$ cat src/rtl/muldiv_sequencer.sv
// rtl/muldiv_sequencer.sv - iterative 32x32 multiply/divide sequencer with HI/LO
// Shift-add multiply and restoring divide on magnitudes, sign fix-up in FIX.
module muldiv_sequencer (
  input  logic        Clk,
  input  logic        Rst,
  input  logic        Start,
  input  logic [2:0]  Op,
  input  logic [31:0] A,
  input  logic [31:0] B,
  input  logic        Flush,
  output logic        Busy,
  output logic        Done,
  output logic        DivByZero,
  output logic [31:0] HI,
  output logic [31:0] LO
);

  localparam logic [2:0] OP_MULT  = 3'b000;
  localparam logic [2:0] OP_MULTU = 3'b001;
  localparam logic [2:0] OP_DIV   = 3'b010;
  localparam logic [2:0] OP_DIVU  = 3'b011;
  localparam logic [2:0] OP_MADD  = 3'b100;
  localparam logic [2:0] OP_MSUB  = 3'b101;
  localparam logic [2:0] OP_MTHI  = 3'b110;
  localparam logic [2:0] OP_MTLO  = 3'b111;

  typedef enum logic [2:0] {IDLE, MUL, DIV, FIX, DONE} state_t;

  state_t      state;
  logic [4:0]  cnt;
  logic [2:0]  op_q;
  logic [31:0] mcand;   // multiplicand or divisor magnitude
  logic [63:0] prod;    // {acc/rem, multiplier/quotient}
  logic        neg_p;
  logic        neg_r;

  logic        is_signed;
  logic        a_neg;
  logic        b_neg;
  logic [31:0] a_mag;
  logic [31:0] b_mag;
  logic [32:0] mul_sum;
  logic [32:0] div_shift;
  logic        div_ge;
  logic [31:0] div_sub;
  logic [63:0] pfix;

  always_comb begin
    is_signed = (Op != OP_MULTU) && (Op != OP_DIVU);
    a_neg     = is_signed && A[31];
    b_neg     = is_signed && B[31];
    a_mag     = a_neg ? (32'd0 - A) : A;
    b_mag     = b_neg ? (32'd0 - B) : B;
    mul_sum   = {1'b0, prod[63:32]} + (prod[0] ? {1'b0, mcand} : 33'd0);
    div_shift = {prod[63:32], prod[31]};
    div_ge    = div_shift >= {1'b0, mcand};
    div_sub   = div_shift[31:0] - mcand;
    pfix      = neg_p ? (64'd0 - prod) : prod;
  end

  always_ff @(posedge Clk or posedge Rst) begin
    if (Rst) begin
      state     <= IDLE;
      cnt       <= 5'd0;
      op_q      <= 3'd0;
      mcand     <= 32'd0;
      prod      <= 64'd0;
      neg_p     <= 1'b0;
      neg_r     <= 1'b0;
      Busy      <= 1'b0;
      Done      <= 1'b0;
      DivByZero <= 1'b0;
      HI        <= 32'd0;
      LO        <= 32'd0;
    end else if (Flush) begin
      state     <= IDLE;
      cnt       <= 5'd0;
      Busy      <= 1'b0;
      Done      <= 1'b0;
      DivByZero <= 1'b0;
    end else begin
      case (state)
        IDLE, DONE: begin
          state     <= IDLE;
          Done      <= 1'b0;
          DivByZero <= 1'b0;
          if (Start) begin
            op_q  <= Op;
            cnt   <= 5'd0;
            neg_p <= a_neg ^ b_neg;
            neg_r <= a_neg;
            case (Op)
              OP_MTHI: HI <= A;
              OP_MTLO: LO <= A;
              OP_DIV, OP_DIVU: begin
                if (B == 32'd0) begin
                  state     <= DONE;
                  Done      <= 1'b1;
                  DivByZero <= 1'b1;
                end else begin
                  state <= DIV;
                  Busy  <= 1'b1;
                  mcand <= b_mag;
                  prod  <= {32'd0, a_mag};
                end
              end
              default: begin
                state <= MUL;
                Busy  <= 1'b1;
                mcand <= a_mag;
                prod  <= {32'd0, b_mag};
              end
            endcase
          end
        end
        MUL: begin
          prod <= {mul_sum, prod[31:1]};
          cnt  <= cnt + 5'd1;
          if (cnt == 5'd31) state <= FIX;
        end
        DIV: begin
          prod <= div_ge ? {div_sub, prod[30:0], 1'b1}
                         : {div_shift[31:0], prod[30:0], 1'b0};
          cnt  <= cnt + 5'd1;
          if (cnt == 5'd31) state <= FIX;
        end
        FIX: begin
          case (op_q)
            OP_DIV, OP_DIVU: begin
              LO <= neg_p ? (32'd0 - prod[31:0]) : prod[31:0];
              HI <= neg_r ? (32'd0 - prod[63:32]) : prod[63:32];
            end
            OP_MADD: {HI, LO} <= {HI, LO} + pfix;
            OP_MSUB: {HI, LO} <= {HI, LO} - pfix;
            default: {HI, LO} <= pfix;
          endcase
          state <= DONE;
          Busy  <= 1'b0;
          Done  <= 1'b1;
        end
        default: begin
          state <= IDLE;
          Busy  <= 1'b0;
        end
      endcase
    end
  end

endmodule

$ cat config.mk
export PLATFORM = sky130hd
export DESIGN_NAME = muldiv_sequencer
export DESIGN_NICKNAME = d
export VERILOG_FILES = /design/src/rtl/muldiv_sequencer.sv
export SDC_FILE = /design/constraint.sdc
export NUM_CORES = 1
export LEC_CHECK = 0
export ABC_AREA = 0
export BUFFER_PORTS_ARGS = -buffer_cell sky130_fd_sc_hd__clkbuf_2
export CAP_MARGIN = 25
export CORE_ASPECT_RATIO = 1.4
export CORE_MARGIN = 5
export CORE_UTILIZATION = 40
export DETAILED_ROUTE_END_ITERATION = 8
export PLACE_DENSITY = 0.55
export SLEW_MARGIN = 20
export SYNTH_ARGS = -nofsm -noshare
export SYNTH_HDL_FRONTEND = slang
export SYNTH_SLANG_ARGS = --single-unit
$ cat constraint.sdc
create_clock -name Clk -period 9.5 [get_ports Clk]
set_input_delay 1.9 -clock Clk [delete_from_list [all_inputs] [get_ports Clk]]
set_output_delay 1.9 -clock Clk [all_outputs]
set_load 0.005 [all_outputs]
==> summary.txt <==
Area Overhead vs Synth: 7.66%
Setup bufs post-CTS: 0
Post-Synth XOR/XNOR Area: 0.0954
Worst reg2reg path depth: 18
Yosys warns: 0
Drt first pass iters: 7
Final Wtd Congestion: 1.04
Worst slew pin tran: 1090 ps
DIE AREA: 65,500 um^2
Synth area leaders: dfrtp_1 (18%), ha_1 (11%), o21ai_0 (7.0%), a21oi_1 (7.0%), xnor2_1 (5.6%)
Final Power: 7.81 mW
Most numerous cell in the Yosys netlist: o21ai_0
Via Count: 26,700
Die Wd: 218 um
Final Setup Violations: 0
Status: finished, final reports clean
Antenna Cells: 0
Skew final: 16.4 ps
Via/cell ratio: 6.36
Final Slew Violations: 0
Kind of critical path: reg2reg
Post-synth top area cell: dfrtp_1
Final setup TNS: 0 ps
Post-synth design cell area: 24,200 um^2
Max Root-Sink Buffers: 2
Reg-to-Reg Start: prod[5]
Tmin final: 7270 ps
Vias in the first global route: 26,100
Pwr Density: 300 nW/um^2
Clock sinks: 176
Synth Area per Inst: 7.11 um^2
H-tree depth: 4
Capturing point of the worst reg2reg path: HI[29]
Sequential area share after synthesis: 0.182
Global-route wire length before repair: 166,000 um
Post-cts resize count: 0
Hold Path Stages: 1
Syn Inst Count: 3,396
Post-synth EDFFs: 0
Hold_sp: cnt[3]
CP Max Fanout: 14
Post-synth top cells: o21ai_0 (339), a21oi_1 (338), nor2_1 (331), nand2_1 (318), ha_1 (211)
Overall routed net length: 112,000 um
Synth Area in Adders: 0.113
Die span in y: 301 um
Nets@finish: 3,656
Site row count: 106
Max_slew headroom: 0.266
R2R setup slack: 2230 ps
Starting Density: 0.404
Clock slew at reported path FFs: 90 ps
Synthesized net count: 3,682
Yosys cell types: 89
I/O Pins: 138
Hold endpoint: cnt[3]
Synth Area in Compound Gates: 0.324
Synth Register Bits: 176
Hold Path Class: reg2reg
Core area: 59,800 um^2
Post-route ant nets: 0
Register area: 4410 um^2
Share of layout cells above drive strength 1: 0.0783
Mux share of post-synthesis cell area: 0.0131
Worst skew pair latency: 520 ps
All-Layer GR Usage: 0.332
Final cycle utilization of the critical path: 0.765
Drt wl/cell: 26.7 um
Crit end category: flop
DRC errors left: 0
Total gr overflow: 0
RSZ-0062 raised after global routing: no
Arr. time, crit path: 7680 ps
Post-CTS Hold Fix Bufs: 0
Max_cap viols: 0
Fillers: 6,269
Number of DRC markers in iteration 0: 2,621
Synth Flop Type: dfrtp_1
Simple-Gate Fraction of Synth Area: 0.207
Crit start category: flop
TritonCTS Buffers: 17
Max Fclk: 138 MHz
Async S/R FF share, synth: 1.00
Largest family of logic cells by synthesized area: compound AO/OA/AOI/OAI gates
Critical Path RT: 9920 ps
Maximum number of pins on one net before global-route repair: 119
Leak: 11.3 nW
Clock Tree Root: clkbuf_16
Initial antenna violation count: 3
Top cell type's share of synthesized area: 0.182
CTS tree: done
Worst VDD drop: 0.000111 V
Fin. Hold Viols: 0
Detailed placement HPWL: 87,200 um
Port Buf Inserts: 137
Area of the multi-input gates: 18,200 um^2
[layout make-up]
cell class                      instances  area share
Clock buffer                           17      0.0164
Tap cell                              810      0.0390
Clock inverter                         15     0.00640
Multi-Input combinational cell       2800       0.701
Timing Repair Buffer                  176      0.0391
Sequential cell                       176       0.169
Inverter                              199      0.0290
[critical path, stage by stage (launching register included)]
cell	delay [ps]
dfrtp_1	470
or4_4	580
or4_1	640
or4_1	770
o41ai_1	470
xor2_1	410
inv_1	90
ha_1	510
inv_1	150
a211oi_1	220
o311ai_0	180
a31oi_1	470
nand4_1	150
nor3b_1	610
nor3_1	210
o41ai_1	570
o311ai_0	260
mux2i_1	160
a211oi_1	230
[cell usage in the layout, fill, tap and decap left out, drive strengths merged, types with 31 or more instances in the layout]
master and n:
a211oi 58, a21oi 338, a21o 40, nand2 319, o31ai 70, nand3 62
nor2 331, xor2 105, nor4 48, or3 39, ha 211, o21bai 40
o21a 31, o21ai 343, a221oi 60, buf 39, xnor2 155, dfrtp 176
a31oi 32, clkbuf 154, nor3 68, and3 33, inv 208
[sequential cells by signal, summed over array words and instances (netlist names)]
| register | count |
|---|---|
| mcand | 32 |
| Busy | 1 |
| state | 3 |
| LO | 32 |
| cnt | 5 |
| prod | 64 |
| Done | 1 |
| neg_p | 1 |
| op_q | 3 |
| HI | 32 |
| neg_r | 1 |
| DivByZero | 1 |
[per-stage QoR]
step           worst slack (ps)  instance area (um^2)   util  hold slack [ps]  std cells
3_3_place_gp               2470                 25300  0.424              462       4158
6_report                   2230                 26000  0.435              481       4193
5_1_grt                    1990                 26000  0.435              504       4193
3_5_place_dp               2420                 25400  0.424              473       4159
4_1_cts                    2380                 25900  0.434              485       4191
2_1_floorplan              2830                 24200      -              435       3396
[how the worst max path moves through the flow]
stage | from | endpoint | slack (ps)
floorplan | Rst | Busy | 2830
global placement | prod[5] | HI[29] | 2470
detailed placement | prod[5] | HI[29] | 2420
CTS | prod[5] | HI[29] | 2380
global route | prod[5] | HI[29] | 1990
finish | prod[5] | HI[29] | 2230
[per-layer routing]
| layer | GRT usage | share of wire | routed length, um |
|---|---|---|---|
| met5 | 0 | 0.00013 | 15 |
| met4 | 0.233 | 0.081 | 9100 |
| met3 | 0.0529 | 0.069 | 7690 |
| met2 | 0.531 | 0.45 | 50700 |
| met1 | 0.405 | 0.40 | 44400 |
[cells by family (layout without fill, tap and decap cells)]
family	count (synthesis)	count (layout)
AOI/OAI and AO/OA	1228	1228
xor gates and xnor gates	260	260
adders and majority gates	215	215
buffers and inverters	420	407
DFF	176	176
muxes	30	30
and+or+nand+nor	1067	1067
[where the power goes]
group	total, mW	switching [mW]	internal (mW)
clock network	0.772	0.417	0.355
registers	1.32	0.387	0.937
logic	5.71	3.78	1.94
total	7.81	4.58	3.23
Note: power is estimated with default switching activity, not from simulation.
